### config.mk
export PLATFORM = sky130hd
export DESIGN_NAME = max_frame_arbiter_flat
export DESIGN_NICKNAME = d
export VERILOG_FILES = /design/src/rtl/max_frame_pkg.sv /design/src/rtl/max_frame_arbiter_if.sv /design/src/rtl/max_cmp.sv /design/src/rtl/max_frame_arbiter.sv /design/src/flat_wrapper.sv
export SDC_FILE = /design/constraint.sdc
export NUM_CORES = 1
export LEC_CHECK = 0
export ABC_CLOCK_PERIOD_IN_PS = 2900
export BUFFER_PORTS_ARGS = -buffer_cell sky130_fd_sc_hd__buf_2
export CAP_MARGIN = 20
export CORE_MARGIN = 2
export CORE_UTILIZATION = 53
export CTS_BUF_LIST = sky130_fd_sc_hd__clkbuf_8
export CTS_CLUSTER_SIZE = 20
export DETAILED_ROUTE_END_ITERATION = 6
export HOLD_SLACK_MARGIN = 0.12
export PLACE_DENSITY_LB_ADDON = 0.08
export SYNTH_ARGS = -nofsm -noshare
export SYNTH_HDL_FRONTEND = slang
export SYNTH_SLANG_ARGS = --single-unit
### constraint.sdc
create_clock -name clk -period 2.9 [get_ports clk]
set_input_delay 0.87 -clock clk [delete_from_list [all_inputs] [get_ports clk]]
set_output_delay 0.87 -clock clk [all_outputs]
set_load 0.005 [all_outputs]
### src/rtl/max_frame_pkg.sv
// Shared types and the round-robin grant search for the frame-maximum arbiter.
package max_frame_pkg;

  typedef enum logic [1:0] {
    IDLE = 2'd0,
    RUN  = 2'd1,
    OUT  = 2'd2
  } state_e;

  // First asserted bit of valid at or above ptr, wrapping within n_req requesters.
  function automatic logic [2:0] rr_next_grant(input logic [7:0]  valid,
                                               input logic [2:0]  ptr,
                                               input int unsigned n_req);
    logic [2:0] pick;
    logic [2:0] idx;
    logic       found;
    pick  = '0;
    found = 1'b0;
    for (int unsigned k = 0; k < 8; k++) begin
      idx = 3'((32'(ptr) + k) % n_req);
      if (k < n_req && !found && valid[idx]) begin
        pick  = idx;
        found = 1'b1;
      end
    end
    return pick;
  endfunction

endpackage

### src/rtl/max_frame_arbiter_if.sv
// Requester beat streams and result channel of the frame-maximum arbiter.
interface max_frame_arbiter_if #(
    parameter int N_REQ  = 2,
    parameter int DATA_W = 8,
    parameter int IDX_W  = 4,
    parameter int SRC_W  = 1
);
    logic [N_REQ-1:0]        req_valid;
    logic [N_REQ*DATA_W-1:0] req_data;
    logic [N_REQ-1:0]        req_last;
    logic [N_REQ-1:0]        req_ready;
    logic                    res_valid;
    logic [DATA_W-1:0]       res_data;
    logic [IDX_W-1:0]        res_idx;
    logic [SRC_W-1:0]        res_src;
    logic                    res_trunc;
    logic                    res_ready;

    // Requesters and result consumer.
    modport master (
        output req_valid, req_data, req_last, res_ready,
        input  req_ready, res_valid, res_data, res_idx, res_src, res_trunc
    );

    // The arbiter itself.
    modport slave (
        input  req_valid, req_data, req_last, res_ready,
        output req_ready, res_valid, res_data, res_idx, res_src, res_trunc
    );
endinterface

### src/rtl/max_cmp.sv
// Unsigned greater-than comparator shared by all requesters.
module max_cmp #(
    parameter int W = 8
) (
    input  logic [W-1:0] a,
    input  logic [W-1:0] b,
    output logic         gt
);
    assign gt = (a > b);
endmodule

### src/rtl/max_frame_arbiter.sv
// Round-robin, frame-granular arbiter in front of a single max comparator;
// returns each frame's maximum, its beat index and the source requester.
module max_frame_arbiter
    import max_frame_pkg::*;
#(
    parameter int  N_REQ   = 2,
    parameter int  DATA_W  = 8,
    parameter int  MAX_LEN = 16,
    localparam int IDX_W   = $clog2(MAX_LEN),
    localparam int SRC_W   = $clog2(N_REQ)
) (
    input  logic                clk,
    input  logic                rst,
    max_frame_arbiter_if.slave  bus
);
    state_e            state_q, state_d;
    logic [SRC_W-1:0]  grant_q, rr_ptr_q, grant_next;
    logic [IDX_W-1:0]  cnt_q, idx_q;
    logic [DATA_W-1:0] max_q, beat_data;
    logic              trunc_q, beat_valid, beat_last, accept, gt, at_limit;
    logic [7:0]        valid_ext;

    assign beat_data  = bus.req_data[int'(grant_q)*DATA_W +: DATA_W];
    assign beat_valid = bus.req_valid[grant_q];
    assign beat_last  = bus.req_last[grant_q];
    assign accept     = (state_q == RUN) && beat_valid;
    assign at_limit   = (cnt_q == IDX_W'(MAX_LEN - 1));

    max_cmp #(.W(DATA_W)) u_cmp (
        .a  (beat_data),
        .b  (max_q),
        .gt (gt)
    );

    always_comb begin
        valid_ext              = '0;
        valid_ext[N_REQ-1:0]   = bus.req_valid;
    end
    assign grant_next = SRC_W'(rr_next_grant(valid_ext, 3'(rr_ptr_q), N_REQ));

    // NOTE: every output of this block gets a default before the case so no latch is inferred.
    always_comb begin
        state_d       = state_q;
        bus.req_ready = '0;
        bus.res_valid = 1'b0;
        case (state_q)
            IDLE: if (|bus.req_valid) state_d = RUN;
            RUN: begin
                bus.req_ready[grant_q] = 1'b1;
                if (accept && (beat_last || at_limit)) state_d = OUT;
            end
            OUT: begin
                bus.res_valid = 1'b1;
                if (bus.res_ready) state_d = IDLE;
            end
            default: state_d = IDLE;
        endcase
    end

    // NOTE: state registers use non-blocking assignments so all updates see pre-edge values.
    always_ff @(posedge clk or posedge rst) begin
        if (rst) begin
            state_q  <= IDLE;
            grant_q  <= '0;
            rr_ptr_q <= '0;
            cnt_q    <= '0;
            idx_q    <= '0;
            max_q    <= '0;
            trunc_q  <= 1'b0;
        end else begin
            state_q <= state_d;
            if (state_q == IDLE && |bus.req_valid) begin
                grant_q <= grant_next;
                cnt_q   <= '0;
            end
            if (accept) begin
                cnt_q <= cnt_q + 1'b1;
                // First beat loads unconditionally; later beats only on a strict win.
                if (cnt_q == '0 || gt) begin
                    max_q <= beat_data;
                    idx_q <= cnt_q;
                end
                if (beat_last)     trunc_q <= 1'b0;
                else if (at_limit) trunc_q <= 1'b1;
            end
            if (state_q == OUT && bus.res_ready)
                rr_ptr_q <= (grant_q == SRC_W'(N_REQ - 1)) ? '0 : grant_q + 1'b1;
        end
    end

    assign bus.res_data  = max_q;
    assign bus.res_idx   = idx_q;
    assign bus.res_src   = grant_q;
    assign bus.res_trunc = trunc_q;

endmodule

### src/flat_wrapper.sv
// flat-port wrapper written by rule: the top's interface ports become plain ports
module max_frame_arbiter_flat import max_frame_pkg::*;
#(
    parameter int  N_REQ   = 2,
    parameter int  DATA_W  = 8,
    parameter int  MAX_LEN = 16,
    localparam int IDX_W   = $clog2(MAX_LEN),
    localparam int SRC_W   = $clog2(N_REQ)
)
  (clk, rst, bus_req_valid, bus_req_data, bus_req_last, bus_res_ready, bus_req_ready, bus_res_valid, bus_res_data, bus_res_idx, bus_res_src, bus_res_trunc);
  max_frame_arbiter_if #(.N_REQ(N_REQ), .DATA_W(DATA_W), .IDX_W(4), .SRC_W(1)) bus_i ();
  input  logic clk;
  input  logic rst;
  input wire logic [$bits(bus_i.req_valid)-1:0] bus_req_valid;
  input wire logic [$bits(bus_i.req_data)-1:0] bus_req_data;
  input wire logic [$bits(bus_i.req_last)-1:0] bus_req_last;
  input wire logic [$bits(bus_i.res_ready)-1:0] bus_res_ready;
  output wire logic [$bits(bus_i.req_ready)-1:0] bus_req_ready;
  output wire logic [$bits(bus_i.res_valid)-1:0] bus_res_valid;
  output wire logic [$bits(bus_i.res_data)-1:0] bus_res_data;
  output wire logic [$bits(bus_i.res_idx)-1:0] bus_res_idx;
  output wire logic [$bits(bus_i.res_src)-1:0] bus_res_src;
  output wire logic [$bits(bus_i.res_trunc)-1:0] bus_res_trunc;
  assign bus_i.req_valid = bus_req_valid;
  assign bus_i.req_data = bus_req_data;
  assign bus_i.req_last = bus_req_last;
  assign bus_i.res_ready = bus_res_ready;
  assign bus_req_ready = bus_i.req_ready;
  assign bus_res_valid = bus_i.res_valid;
  assign bus_res_data = bus_i.res_data;
  assign bus_res_idx = bus_i.res_idx;
  assign bus_res_src = bus_i.res_src;
  assign bus_res_trunc = bus_i.res_trunc;
  max_frame_arbiter #(.N_REQ(N_REQ), .DATA_W(DATA_W), .MAX_LEN(MAX_LEN)) u_core (.clk(clk), .rst(rst), .bus(bus_i));
endmodule
After elaboration in Yosys (flattened, before gate mapping)
Index checks and enable logic that the tools add are counted.
- register bits after elaboration: 21
- bits of input ports: 23
- logic and storage cells: 63
- $add $sub $neg: 3
- order comparisons: 5
- equality and inequality tests: 6
- shift operators: 1
- mux-type cells: 24
- reduce and logical (&&, ||, !) cells: 17
- operator list (operator ; number):
    2-to-1 mux 1 bit ; 16
    indexed part select 16 x 5 -> 8 bit ; 1
    > comparator 8 bit ; 1
    < comparator 1 x 4 -> 1 bit (second input constant) ; 2
    2-to-1 mux 2 bit ; 4
    2-to-1 mux 4 bit ; 2
    logical AND 1 bit ; 6
    one-hot mux 2 bit (3 select lines) ; 1
    adder 4 x 1 -> 4 bit (second input constant) ; 1
    equality test 4 bit (second input constant) ; 1
    zero test 4 bit ; 1
    inequality test 2 bit (second input constant) ; 2
    AND reduction 2 bit ; 2
    nonzero test 2 bit ; 2
    AND reduction 3 bit ; 1
    adder 1 bit (second input constant) ; 2
    equality test 2 x 1 -> 1 bit (second input constant) ; 1
    equality test 2 bit (second input constant) ; 1
    zero test 2 bit ; 1
    logical OR 1 bit ; 2
    < comparator 1 x 2 -> 1 bit (second input constant) ; 1
    inequality test 2 x 1 -> 1 bit (second input constant) ; 1
    OR reduction 2 bit ; 1
    demux 1 bit (select 1 bit) ; 1
    2 further kinds ; 2

Depth between registers and ports, before layout
- depth after elaboration: 6
- depth in mapped cells: 10
- gate-level depth less buffers: 7

Modules after synthesis
Synthesis repeated with hierarchy kept, for this count alone.
- cell total of the unflattened synthesis: 110
- area total of the unflattened synthesis: 1256.2 um^2
- modules (own cells, without submodules) (module ; instances ; cells each ; area an instance (um^2) ; sequential area each (um^2)):
    max_frame_arbiter ; 1 ; 83 ; 1039.7 ; 525.5
    max_cmp ; 1 ; 27 ; 216.5 ; 0.0

Least setup slack after synthesis
Ideal clock, no wire load.
- kind: reg2reg
- start: register u_core.grant_q, in the netlist u_core.bus.res_src
- end: register u_core.max_q[1], in the netlist u_core.bus.res_data[1]
- arrival: 2.542 ns
- required time: 2.775 ns
- slack: 0.233 ns
- stages on the path, launching flop included: 11
- path buffers: 3
- period minus slack after synthesis: 2.667 ns
- cell sequence: dfrtp_1 > buf_6 > clkbuf_1 > mux2_2 > ha_1 > a21oi_1 > nor2_1 > a2111oi_4 > a21oi_4 > buf_12 > mux2_4
- longest elaborated chain between the ends: 4
- elaborated cells on any way between the ends: 7
- RTL lines (element ; line ; text):
    start, declared ; max_frame_arbiter.sv:17 ; logic [SRC_W-1:0] grant_q, rr_ptr_q, grant_next;
    start signal, assigned ; max_frame_arbiter.sv:73 ; grant_q <= grant_next;
    indexed part select 16 x 5 -> 8 bit ; max_frame_arbiter.sv:23 ; assign beat_data = bus.req_data[int'(grant_q)*DATA_W +: DATA_W];
    via u_core.beat_data[5] ; max_frame_arbiter.sv:19 ; logic [DATA_W-1:0] max_q, beat_data;
    > comparator 8 bit ; max_cmp.sv:9 ; assign gt = (a > b);
    logical OR 1 bit ; max_frame_arbiter.sv:79 ; if (cnt_q == '0 || gt) begin
    AND reduction 2 bit (no line) ; - ;
    end signal, assigned ; max_frame_arbiter.sv:80 ; max_q <= beat_data;
    end, declared ; max_frame_arbiter.sv:19 ;
The timed path passes the listed nets, and every way through them passes these cells. The select of a mux whose other input is x is not followed.
A chain may end at the register's enable or synchronous reset.

Worst setup path after layout
- start: register u_core.grant_q, in the netlist u_core.bus.res_src
- end: register u_core.max_q[5], in the netlist u_core.bus.res_data[5]
Same word-level chain as after synthesis.

==> impl_metrics.py <==
metrics = {
    "clock_network": {
        "cts_root_buf": "clkbuf_8",
        "cts_made_buffers": 3,
        "tritoncts": "yes",
        "clk_path_buf_depth": 2,
        "cts_setup_buffers": 0,
        "cts.reportedPaths.clkPinSlew_ns": 0.08,
        "worst_skew_pair.late_latency_ns": 0.26,
        "ctsResizeCount": 0,
        "htree_levels": 1,
        "cts.sinks": 21,
        "cts.hold.buffers_added": 0,
    },
    "setup_path": {
        "crit_path_end_kind": "register",
        "cp_num_buf_inv": 0,
        "critical-path-max-stage-delay_ns": 0.60,
        "cpLargestDelayFamily": "multiplexers",
        "worst-setup-path-type": "register to register",
        "worstPathCellList": "mux2_2 -> ha_1 -> nand2_1 -> nor2_1 -> a2111oi_4 -> a21oi_4 -> mux2_1",
        "crit_path_max_fanout": 12,
        "timing.critical_path.required_ns": 3.05,
        "setup.worst_path.start_class": "register",
        "crit_arrival_ns": 2.78,
        "slowest_stage": "dfrtp_1",
    },
    "drt": {
        "firstDrtPassIters": 4,
        "ant_nets": 0,
        "drt_drc_violations_left": 0,
        "count_of_routing_violations_after_the_opening_detailed_route_iteration": 12,
        "route.vias.total": 989,
        "viasPerCell": 5.23,
        "wl_per_cell_um": 13.1,
        "drt_wl_total_um": 2470,
    },
    "sta": {
        "fin_crit_ns": 2.64,
        "fmax_achieved_mhz": 379,
        "clock_skew_ns": 0.00199,
        "finalMaxSlewViolations": 0,
        "hold-worst-slack_ns": 0.514,
        "rsz0062_at_grt": "false",
        "final_critical_path_setup_slack_ns": 0.264,
        "worst_slew_pin_tran_ns": 0.821,
        "hold_viol_final": 0,
        "final.period_utilization": 0.909,
        "timing.setup.tns_ns": 0,
        "worst_slew_margin_rel": 0.452,
        "setup_viol": 0,
    },
    "logic_synthesis": {
        "synth_simple_gate_area_frac": 0.0853,
        "post_synth_xor_area_fraction": 0,
        "synth_top_family_by_area": "multiplexers",
        "synth.area.mux_share": 0.214,
        "synth_compound_gate_area_share": 0.141,
        "synthesis.nets": 149,
        "synth.yosys.warnings": 0,
        "synth.ff_latch_count": 21,
        "synth_adder_area_share": 0.0948,
        "synth_top_area_cell": "dfrtp_1",
        "synthTopCellsByArea": "dfrtp_1 40%, mux2_4 11%, ha_1 9.5%, mux2_2 6.8%, inv_1 4.0%",
        "synth.avg_cell_area_um2": 11.4,
        "synth-seq-area-share": 0.398,
        "syn-cell-area_um2": 1320,
        "synth_edf_count": 0,
        "yosys_most_used_dff": "dfrtp_1",
        "fraction_of_synthesized_cell_area_taken_by_the_top_area_cell_type": 0.398,
        "cell_count_after_synthesis": 116,
        "postSynth.asyncResetShare": 1.00,
        "netlist-cell-type-count": 30,
    },
    "final_layout": {
        "stdcell_count": 189,
        "diodes": 0,
        "syn_to_final_growth_pct": 20.1,
        "final_core_utilization": 0.658,
        "post_route_cells_drive_above_1_share": 0.421,
        "fin_area_um2": 1590,
        "finish.net_count": 193,
    },
    "floorplanning": {
        "number_of_rows_in_the_core_area": 18,
        "std_cell_core_area_um2": 2410,
        "initial_standard_cell_utilization_of_the_core": 0.548,
        "dieArea_um2": 2910,
        "i_o_pin_total": 40,
        "die_width_um": 53.9,
        "die_ht_um": 53.9,
    },
    "placed_design": {
        "dp_cells": 185,
        "post-place-ws_ns": -0.00112,
        "placement.io_buffers": 39,
        "dpl_cell_area_um2": 1540,
        "dpl_wire_length_um": 1940,
        "routabilityCongestion": 0.814,
    },
    "global_route": {
        "grt_max_degree": 22,
        "first_global_vias": 935,
        "gr-total-overflow": 0,
        "grt_usage": 0.188,
        "grt_pass1_wl_um": 3930,
        "antenna_found_initial": 0,
    },
    "pwr": {
        "p_per_area_nw_per_um2": 1030,
        "ir_worst_vdd_mv": 0.649,
        "power.static_leakage_nw": 0.831,
        "total_power_mw": 1.64,
    },
    "status": {
        "run_status": "complete, no violations",
    },
    "hold_path": {
        "hold_class": "register to register",
    },
    "run": {
        "cap_violations": 0,
    },
}
-- layout by cell type, fill, tap and decap left out, drive strengths merged, types with 3 or more instances in the layout --
cell type / count
nand4: 3
mux2: 20
dfrtp: 21
nor2: 6
clkbuf: 3
a31oi: 3
o21ai: 7
nand2b: 3
nand2: 5
ha: 10
a21oi: 8
inv: 15
buf: 42
-- per-layer routing --
metal | global-route usage | wire length, µm | vias to the layer above
met2 | 0.350 | 1230 | 21
met4 | 0.0641 | 31 | 0
met5 | 0 | 0 | -
met3 | 0.0333 | 88 | 5
li1 | - | - | 496
met1 | 0.214 | 1120 | 467
-- worst register-to-register path, delay by kind of cell (launching register included) --
family,cells,cell delay (ns)
DFF,1,0.60
muxes,2,0.78
and+or+nand+nor,2,0.25
adders and majority gates,1,0.32
AOI/OAI and AO/OA,2,0.57
-- layout make-up --
class / instances / area [µm²]
fillers: 211 / 825
multi-input cells: 78 / 707
flip-flops and latches: 21 / 526
repair buffers: 42 / 218
inverters: 14 / 52.6
clock buffers: 3 / 41.3
well taps: 30 / 37.5
clock inverters: 1 / 3.75
-- report_power, final --
part | switching (mW) | total, mW | internal (mW)
registers | 0.126 | 0.536 | 0.411
clock network | 0.0956 | 0.190 | 0.0944
logic | 0.415 | 0.913 | 0.498
total | 0.636 | 1.64 | 1.00
-- cells in the mapped netlist, types with 2 or more instances --
cell,instances
a21oi_1,7
a31oi_1,3
dfrtp_1,21
ha_1,10
inv_1,14
mux2_1,2
mux2_2,8
mux2_4,10
mux2i_1,2
nand2_1,5
nand2b_1,3
nand4_1,3
nor2_1,6
o21ai_0,2
o21ai_1,5
-- final timing paths --
check	startpoint	to	slack, ns	depth (start not counted)
worst max-delay path	u_core.bus.res_src$_DFFE_PP0P_	u_core.bus.res_data[5]$_DFFE_PP0P_	0.26	7
worst min-delay path	u_core.state_q[1]$_DFFE_PP0P_	u_core.state_q[0]$_DFFE_PP0P_	0.51	1
worst max register to register	u_core.bus.res_src$_DFFE_PP0P_	u_core.bus.res_data[5]$_DFFE_PP0P_	0.26	7
worst min register to register	u_core.state_q[1]$_DFFE_PP0P_	u_core.state_q[0]$_DFFE_PP0P_	0.51	1
max in group asynchronous	rst	u_core.state_q[1]$_DFFE_PP0P_	1.63	2
min in group asynchronous	rst	u_core.bus.res_data[7]$_DFFE_PP0P_	0.76	2
-- registers in the layout, indices dropped and copies added, names as in the netlist --
signal and count:
u_core.bus.res_trunc 1, u_core.cnt_q 4, u_core.bus.res_idx 4, u_core.bus.res_src 1, u_core.bus.res_data 8, u_core.rr_ptr_q 1
u_core.state_q 2
-- kinds of logic after synthesis --
group / count (synthesis)
buffers and inverters: 17
flip-flops: 21
AND/OR/NAND/NOR: 21
adder cells (fa/ha/maj): 10
AO/OA/AOI/OAI: 25
multiplexers: 22
Power figures use the tool's default switching activity.
